## config.mk

```make
export PLATFORM = sky130hd
export DESIGN_NAME = blip_gen_multi_flat
export DESIGN_NICKNAME = d
export VERILOG_FILES = /design/src/rtl/blip_pkg.sv /design/src/rtl/blip_gen_multi_if.sv /design/src/rtl/blip_chan.sv /design/src/rtl/blip_gen_multi.sv /design/src/flat_wrapper.sv
export SDC_FILE = /design/constraint.sdc
export NUM_CORES = 1
export LEC_CHECK = 0
export CAP_MARGIN = 40
export CORE_MARGIN = 2
export CORE_UTILIZATION = 50
export DETAILED_ROUTE_END_ITERATION = 8
export DONT_BUFFER_PORTS = 1
export HOLD_SLACK_MARGIN = 0.03
export PLACE_DENSITY = 0.64
export SETUP_SLACK_MARGIN = 0.02
export SYNTH_ARGS = -nofsm -noshare
export SYNTH_HDL_FRONTEND = slang
export SYNTH_SLANG_ARGS = --single-unit
export TNS_END_PERCENT = 1
```

## constraint.sdc

```tcl
create_clock -name clk -period 3.01 [get_ports clk]
set_input_delay 0.903 -clock clk [delete_from_list [all_inputs] [get_ports clk]]
set_output_delay 0.903 -clock clk [all_outputs]
set_load 0.005 [all_outputs]
```

## src/rtl/blip_pkg.sv

```systemverilog
// blip_pkg: shared types and constants for the multi-channel blip generator.
//   blip_state_e : per-channel FSM state (2 bits)
//   NOTE_W       : width of one MIDI note number
package blip_pkg;

  localparam int NOTE_W = 7;

  typedef enum logic [1:0] {
    IDLE  = 2'd0,
    DELAY = 2'd1,
    HIGH  = 2'd2,
    DONE  = 2'd3
  } blip_state_e;

endpackage

```

## src/rtl/blip_gen_multi_if.sv

```systemverilog
// blip_gen_multi_if: bundle between the MIDI voice allocator (master) and the
// blip generator (slave). Channel n occupies slice n of every vector.
//   note_on     master->slave  CHANNELS        per-channel gate
//   note_repeat master->slave  CHANNELS        per-channel retrigger request
//   note        master->slave  7*CHANNELS      MIDI note, ch n at [7n+6:7n]
//   level       master->slave  OUT_W*CHANNELS  pulse amplitude, sampled at trigger
//   blip_out    slave->master  OUT_W*CHANNELS  registered output sample
//   active      slave->master  CHANNELS        registered, 1 in DELAY or HIGH
//   state_dbg   slave->master  2*CHANNELS      FSM state per channel (blip_state_e)
//
// Handshake: there is no valid/ready pair. All master signals are levels
// sampled on every enabled rising edge; a trigger is the note_on level
// combined with a note change or a note_repeat level, so the master never
// waits and the slave never back-pressures.
interface blip_gen_multi_if #(
  parameter int CHANNELS = 4,
  parameter int OUT_W    = 4
);

  logic [CHANNELS-1:0]                 note_on;
  logic [CHANNELS-1:0]                 note_repeat;
  logic [blip_pkg::NOTE_W*CHANNELS-1:0] note;
  logic [OUT_W*CHANNELS-1:0]           level;
  logic [OUT_W*CHANNELS-1:0]           blip_out;
  logic [CHANNELS-1:0]                 active;
  logic [2*CHANNELS-1:0]               state_dbg;

  modport master (
    output note_on, note_repeat, note, level,
    input  blip_out, active, state_dbg
  );

  modport slave (
    input  note_on, note_repeat, note, level,
    output blip_out, active, state_dbg
  );

endinterface

```

## src/rtl/blip_chan.sv

```systemverilog
// blip_chan: one blip channel. Watches a note gate, waits DELAY_CYC enabled
// clocks after a trigger, then holds blip_out at the sampled level for
// PULSE_CYC enabled clocks.
// Optional feature macro: BLIP_DECAY_EN (amplitude decays during HIGH).
// Ports:
//   clk, reset    clock, synchronous active-high reset
//   en            global enable; low forces blip_out to 0 and freezes state
//   note_on       gate
//   note_repeat   retrigger request
//   note          MIDI note number
//   level         amplitude, captured at trigger
//   blip_out      registered sample
//   active        registered, 1 while in DELAY or HIGH
//   state         current FSM state (debug)
// Timing: inputs presented after edge t are first sampled at edge t+1, so
// blip_out carries the amplitude from edge t+DELAY_CYC+1.
module blip_chan
  import blip_pkg::*;
#(
  parameter int CNT_W     = 20,
  parameter int DELAY_CYC = 1048575,
  parameter int PULSE_CYC = 1048576,
  parameter int OUT_W     = 4,
  parameter int DECAY_CYC = 4096
) (
  input  logic              clk,
  input  logic              reset,
  input  logic              en,
  input  logic              note_on,
  input  logic              note_repeat,
  input  logic [NOTE_W-1:0] note,
  input  logic [OUT_W-1:0]  level,
  output logic [OUT_W-1:0]  blip_out,
  output logic              active,
  output blip_state_e       state
);

  // One extra bit so PULSE_CYC = 2^CNT_W is representable without wrap.
  localparam int CW = CNT_W + 1;
  localparam logic [CW-1:0] DLY_LAST = CW'(DELAY_CYC - 1);
  localparam logic [CW-1:0] PLS_LAST = CW'(PULSE_CYC - 1);

  if (DELAY_CYC < 1 || PULSE_CYC < 1 || DECAY_CYC < 1) begin : g_param_check
    $error("blip_chan: DELAY_CYC, PULSE_CYC and DECAY_CYC must be >= 1");
  end

  blip_state_e       state_q, state_d;
  logic [NOTE_W-1:0] note_q, note_d;
  logic              rep_q, rep_d;
  logic [CW-1:0]     cnt_q, cnt_d;
  logic [OUT_W-1:0]  amp_q, amp_d;
  logic [OUT_W-1:0]  out_q, out_d;
  logic              act_q, act_d;
  logic              trigger;

`ifdef BLIP_DECAY_EN
  localparam int DW = $clog2(DECAY_CYC) + 1;
  localparam logic [DW-1:0] DCY_LAST = DW'(DECAY_CYC - 1);
  logic [DW-1:0]    dcnt_q, dcnt_d;
  logic [OUT_W-1:0] amp_dec;
`endif

  // A held note re-evaluated from DONE does not retrigger: it needs a new
  // note value, a pending repeat, or a live repeat request.
  assign trigger = note_on && ((note != note_q) || rep_q || note_repeat);

  always_ff @(posedge clk) begin
    if (reset) begin
      state_q <= IDLE;
      note_q  <= '0;
      rep_q   <= 1'b0;
      cnt_q   <= '0;
      amp_q   <= '0;
      out_q   <= '0;
      act_q   <= 1'b0;
`ifdef BLIP_DECAY_EN
      dcnt_q  <= '0;
`endif
    end else begin
      state_q <= state_d;
      note_q  <= note_d;
      rep_q   <= rep_d;
      cnt_q   <= cnt_d;
      amp_q   <= amp_d;
      out_q   <= out_d;
      act_q   <= act_d;
`ifdef BLIP_DECAY_EN
      dcnt_q  <= dcnt_d;
`endif
    end
  end

  always_comb begin
    state_d = state_q;
    note_d  = note_q;
    rep_d   = rep_q;
    cnt_d   = cnt_q;
    amp_d   = amp_q;
    out_d   = out_q;
    act_d   = act_q;
`ifdef BLIP_DECAY_EN
    dcnt_d  = dcnt_q;
    amp_dec = amp_q;
`endif
    if (!en) begin
      // Output muted, everything else frozen so en=1 resumes in place.
      out_d = '0;
    end else if (!note_on) begin
      state_d = IDLE;
      out_d   = '0;
      act_d   = 1'b0;
      note_d  = '0;
      // A repeat arriving while the gate is down for the same note is
      // remembered so the next gate-on retriggers.
      if (note == note_q) rep_d = note_repeat;
    end else if (trigger) begin
      state_d = DELAY;
      note_d  = note;
      amp_d   = level;
      rep_d   = 1'b0;
      cnt_d   = '0;
      out_d   = '0;
      act_d   = 1'b1;
`ifdef BLIP_DECAY_EN
      dcnt_d  = '0;
`endif
    end else begin
      case (state_q)
        DELAY: begin
          if (cnt_q == DLY_LAST) begin
            cnt_d   = '0;
            out_d   = amp_q;
            state_d = HIGH;
`ifdef BLIP_DECAY_EN
            dcnt_d  = '0;
`endif
          end else begin
            cnt_d = cnt_q + 1'b1;
          end
        end
        HIGH: begin
`ifdef BLIP_DECAY_EN
          dcnt_d = dcnt_q + 1'b1;
          if (dcnt_q == DCY_LAST) begin
            dcnt_d = '0;
            if (amp_q != '0) amp_dec = amp_q - 1'b1;
          end
          amp_d = amp_dec;
          if (cnt_q == PLS_LAST || amp_dec == '0) begin
            cnt_d   = '0;
            out_d   = '0;
            act_d   = 1'b0;
            state_d = DONE;
          end else begin
            cnt_d = cnt_q + 1'b1;
            out_d = amp_dec;
          end
`else
          if (cnt_q == PLS_LAST) begin
            cnt_d   = '0;
            out_d   = '0;
            act_d   = 1'b0;
            state_d = DONE;
          end else begin
            cnt_d = cnt_q + 1'b1;
            // Re-assert after an en=0 stretch muted the output mid-pulse.
            out_d = amp_q;
          end
`endif
        end
        default: ;
      endcase
    end
  end

  assign blip_out = out_q;
  assign active   = act_q;
  assign state    = state_q;

endmodule

```

## src/rtl/blip_gen_multi.sv

```systemverilog
// blip_gen_multi: CHANNELS independent blip channels between the MIDI voice
// allocator and the audio mixer. Each channel delays DELAY_CYC enabled clocks
// after a new note or repeat, then emits one PULSE_CYC-long amplitude pulse.
// Optional feature macro: BLIP_DECAY_EN (linear decay of the pulse by one LSB
// every DECAY_CYC clocks; pulse ends early when the amplitude reaches 0).
// Ports:
//   clk    system clock
//   reset  synchronous active-high reset (honoured regardless of en)
//   en     global enable; low = outputs 0, state frozen
//   bus    blip_gen_multi_if.slave: note_on, note_repeat, note, level in;
//          blip_out, active, state_dbg out
module blip_gen_multi
  import blip_pkg::*;
#(
  parameter int CHANNELS  = 4,
  parameter int CNT_W     = 20,
  parameter int DELAY_CYC = 1048575,
  parameter int PULSE_CYC = 1048576,
  parameter int OUT_W     = 4,
  parameter int DECAY_CYC = 4096
) (
  input  logic            clk,
  input  logic            reset,
  input  logic            en,
  blip_gen_multi_if.slave bus
);

  for (genvar gi = 0; gi < CHANNELS; gi++) begin : g_chan
    blip_state_e st;

    blip_chan #(
      .CNT_W     (CNT_W),
      .DELAY_CYC (DELAY_CYC),
      .PULSE_CYC (PULSE_CYC),
      .OUT_W     (OUT_W),
      .DECAY_CYC (DECAY_CYC)
    ) u_chan (
      .clk         (clk),
      .reset       (reset),
      .en          (en),
      .note_on     (bus.note_on[gi]),
      .note_repeat (bus.note_repeat[gi]),
      .note        (bus.note[NOTE_W*gi +: NOTE_W]),
      .level       (bus.level[OUT_W*gi +: OUT_W]),
      .blip_out    (bus.blip_out[OUT_W*gi +: OUT_W]),
      .active      (bus.active[gi]),
      .state       (st)
    );

    assign bus.state_dbg[2*gi +: 2] = st;
  end

endmodule

```

## src/flat_wrapper.sv

```systemverilog
// flat-port wrapper written by rule: the top's interface ports become plain ports
module blip_gen_multi_flat import blip_pkg::*;
#(
  parameter int CHANNELS  = 4,
  parameter int CNT_W     = 20,
  parameter int DELAY_CYC = 1048575,
  parameter int PULSE_CYC = 1048576,
  parameter int OUT_W     = 4,
  parameter int DECAY_CYC = 4096
)
  (clk, reset, en, bus_note_on, bus_note_repeat, bus_note, bus_level, bus_blip_out, bus_active, bus_state_dbg);
  blip_gen_multi_if #(.CHANNELS(CHANNELS), .OUT_W(OUT_W)) bus_i ();
  input  logic clk;
  input  logic reset;
  input  logic en;
  input wire logic [$bits(bus_i.note_on)-1:0] bus_note_on;
  input wire logic [$bits(bus_i.note_repeat)-1:0] bus_note_repeat;
  input wire logic [$bits(bus_i.note)-1:0] bus_note;
  input wire logic [$bits(bus_i.level)-1:0] bus_level;
  output wire logic [$bits(bus_i.blip_out)-1:0] bus_blip_out;
  output wire logic [$bits(bus_i.active)-1:0] bus_active;
  output wire logic [$bits(bus_i.state_dbg)-1:0] bus_state_dbg;
  assign bus_i.note_on = bus_note_on;
  assign bus_i.note_repeat = bus_note_repeat;
  assign bus_i.note = bus_note;
  assign bus_i.level = bus_level;
  assign bus_blip_out = bus_i.blip_out;
  assign bus_active = bus_i.active;
  assign bus_state_dbg = bus_i.state_dbg;
  blip_gen_multi #(.CHANNELS(CHANNELS), .CNT_W(CNT_W), .DELAY_CYC(DELAY_CYC), .PULSE_CYC(PULSE_CYC), .OUT_W(OUT_W), .DECAY_CYC(DECAY_CYC)) u_core (.clk(clk), .reset(reset), .en(en), .bus(bus_i));
endmodule
```

==> impl_metrics.py <==
metrics = {
    "clock_tree": {
        "postCtsSetupBuffers": 0,
        "numCtsBuffers": 17,
        "insertion_delay_ps": 420,
        "htreeDepth": 4,
        "cts_tree": "built",
        "clk_pin_slew_worst_paths_ps": 60,
        "post_cts_resize_count": 0,
        "cts_buffer_depth": 2,
        "ctsHoldBuffers": 0,
        "clock_sinks": 160,
        "cts_root_buffer": "clkbuf_16",
    },
    "grt": {
        "grt_max_degree": 70,
        "overflow": 0,
        "grt_first_pass_wirelength_mm": 29.21,
        "globalRouteTotalUtil_pct": 21.50,
        "grt_pass1_vias": 6303,
        "antenna_found_initial": 0,
    },
    "run": {
        "drv_cap": 0,
    },
    "timing": {
        "skew_ps": 7.424,
        "tns_ps": 0,
        "finalSetupViolations": 0,
        "slew_viol_final": 0,
        "fmax_mhz": 388.7,
        "setup_ws_ps": 437.4,
        "timing.final.crit_share_pct": 85.47,
        "relSlewSlack_pct": 42.70,
        "rsz0062_at_grt": "false",
        "finalHoldViolations": 0,
        "period_minus_slack_ps": 2573,
        "worst_pin_slew_ps": 858.6,
    },
    "drt": {
        "vias": 6626,
        "top_layer": "met4",
        "antenna_left": 0,
        "dr_wl_met2_mm": 8.399,
        "m1WireLength_mm": 8.144,
        "dr.pass1.iters": 5,
        "viasPerCell": 5.782,
        "route.met3.wl_um": 998,
        "drt-initial-drc-count": 418,
        "wire_per_inst_um": 15.58,
        "route.detailed.drc": 0,
        "wl_mm": 17.86,
    },
    "layout": {
        "final_cell_area_um2": 8652,
        "layout.nets": 994,
        "final_cell_mix": "163 x nor2_1, 160 x dfxtp_1, 74 x xnor2_1",
        "stdcell_count": 1146,
        "mostFrequentLayoutCell": "nor2_1",
        "n_fill_cell": 1350,
        "area_growth_pct": 10.08,
        "antenna_cells": 0,
        "drive_above_1_share_pct": 7.273,
    },
    "placement": {
        "post_dp_cell_area_um2": 8103,
        "dp_hpwl_mm": 12.78,
        "dp_cells": 1115,
        "io_buffers": 0,
        "post-place-ws_ps": 207.7,
        "gp_congestion": 0.8140,
    },
    "floorplan": {
        "fp.dieW_um": 129.4,
        "io_pins": 83,
        "die_area_um2": 16740,
        "die_h_um": 129.4,
        "start_util_pct": 51.51,
        "placementRows": 45,
        "core_area_um2": 15260,
    },
    "logic_synthesis": {
        "syn_area_um2": 7860,
        "synth_area_leaders": "dfxtp_1 41%, xnor2_1 8.2%, nor2_1 7.8%",
        "synthCells": 921,
        "async_reset_ff_share_pct": 0,
        "synth_flop_cell": "dfxtp_1",
        "yosysSeqAreaShare_pct": 40.75,
        "ys_seq_elements": 160,
        "yosysTopAreaCell": "dfxtp_1",
        "yosys_warnings": 0,
        "yosys.cell_types.count": 70,
        "synth_top_cell_area_share_pct": 40.75,
        "syn_area_per_cell_um2": 8.534,
        "synth_edf_count": 0,
        "syn_nets": 992,
    },
    "critical_path": {
        "crit_family": "compound AO/OA/AOI/OAI gates",
        "ff2ff_path_depth": 8,
        "critPathMaxStageDelay_ps": 740,
        "start_kind": "flip-flop",
        "reg2reg_from": "u_core.g_chan[3].u_chan.state[0]",
        "reg2reg_slack_ps": 440,
        "crit_fanout": 11,
        "cp_slowest_cell": "o2111ai_1",
        "reg2reg_to": "u_core.g_chan[3].u_chan.cnt_q[11]",
        "crit_type": "flip-flop to flip-flop",
        "arrival_ps": 2890,
        "end_kind": "flip-flop",
        "critical_path_required_ps": 3320,
        "worst-path-buf-inv": 1,
        "crit_chain": "inv_1, ha_1, nor4_1, nand4_1, o2111ai_1, nor2_1, and4b_1, o21ba_1",
    },
    "power": {
        "p_leak_uw": 0.002861,
        "powerDensity_nw_per_um2": 516.7,
        "fin_total_pwr_uw": 4471,
        "vdd_ir_drop_max_mv": 0.4244,
    },
    "run_status": {
        "outcome": "complete, no violations",
    },
    "worst_hold_path": {
        "hold_start": "u_core.g_chan[0].u_chan.rep_q",
        "hold_depth": 2,
        "hold_path_end": "u_core.g_chan[0].u_chan.rep_q",
        "holdCritPathClass": "flip-flop to flip-flop",
    },
}
flip-flops by register name, summed over array words and instances, names as in the netlist:
signal	cells
u_core.g_chan.u_chan.cnt_q	84
u_core.g_chan.u_chan.amp_q	16
u_core.g_chan.u_chan.rep_q	4
u_core.g_chan.u_chan.blip_out	16
u_core.g_chan.u_chan.state	8
u_core.g_chan.u_chan.active	4
u_core.g_chan.u_chan.note_q	28
Yosys cell counts (all sizes together), types with 6 or more instances:
cell type,number
nor2,163
o21ai,12
nor2b,6
xnor2,74
mux2i,18
nor4,24
a22oi,35
nand3,41
and3,14
nor3,40
and4,7
nand2,54
a21oi,24
dfxtp,160
nand4,31
nand3b,10
a21o,6
xor2,20
o31ai,7
or3,9
buf,14
inv,37
ha,16
clkbuf,22
metal layers:
metal | vias to the layer above | global-route usage, %
li1 | 3273 | -
met1 | 3151 | 27.74
met3 | 26 | 4.583
met4 | 0 | 8.184
met5 | - | 0
met2 | 176 | 35.42
worst register-to-register path: cells and delay by family, from the launching register on:
kind,cells,cell delay [ps]
compound gates,2,900
flops,1,430
simple gates,4,770
fa+ha+maj,1,300
buf+inv,1,70
how the worst max path moves through the flow:
| stage | startpoint | end | slack [ps] | cells past startpoint |
|---|---|---|---|---|
| 2_1_floorplan | bus_note_repeat[0] | u_core.g_chan[0].u_chan.cnt_q[1] | 430 | 7 |
| 3_3_place_gp | bus_note[7] | u_core.g_chan[1].u_chan.cnt_q[18] | 110 | 6 |
| 3_5_place_dp | bus_note_repeat[0] | u_core.g_chan[0].u_chan.note_q[0] | 210 | 6 |
| 4_1_cts | u_core.g_chan[3].u_chan.state[0] | u_core.g_chan[3].u_chan.cnt_q[11] | 440 | 8 |
| 5_1_grt | u_core.g_chan[3].u_chan.state[0] | u_core.g_chan[3].u_chan.cnt_q[11] | 180 | 8 |
| 6_report | u_core.g_chan[3].u_chan.state[0] | u_core.g_chan[3].u_chan.cnt_q[11] | 440 | 8 |
area by class of cell:
| class | count | area (um2) | share of cell area [%] |
|---|---|---|---|
| clock buffer | 21 | 460.4 | 5.322 |
| sequential | 160 | 3203 | 37.02 |
| clock inverter | 10 | 88.84 | 1.027 |
| tap | 211 | 264.0 | 3.051 |
| timing repair buffer | 19 | 150.1 | 1.735 |
| inverter | 38 | 142.6 | 1.649 |
| multi-input combinational | 687 | 4343 | 50.20 |
through the flow:
step	hold WS [ps]	util, %
global placement	438.3	52.86
finish	460.2	56.70
detailed placement	446.1	53.10
floorplan	431.6	-
CTS	462.0	56.70
global route	491.7	56.70
cells by family after synthesis:
group	count (synthesis)	share of synthesized area [%]
AO/OA/AOI/OAI	134	13.12
XOR/XNOR	94	10.47
adder cells (fa/ha/maj)	16	2.547
buffers and inverters	74	4.059
flip-flops	160	40.75
multiplexers	20	2.579
AND/OR/NAND/NOR	423	26.47
where the power goes:
| part | switching [uW] | internal [uW] |
|---|---|---|
| Sequential | 35.2 | 2160 |
| Clock | 837 | 1170 |
| Combinational | 156 | 115 |
No activity file was read; power rests on OpenSTA's default activity.
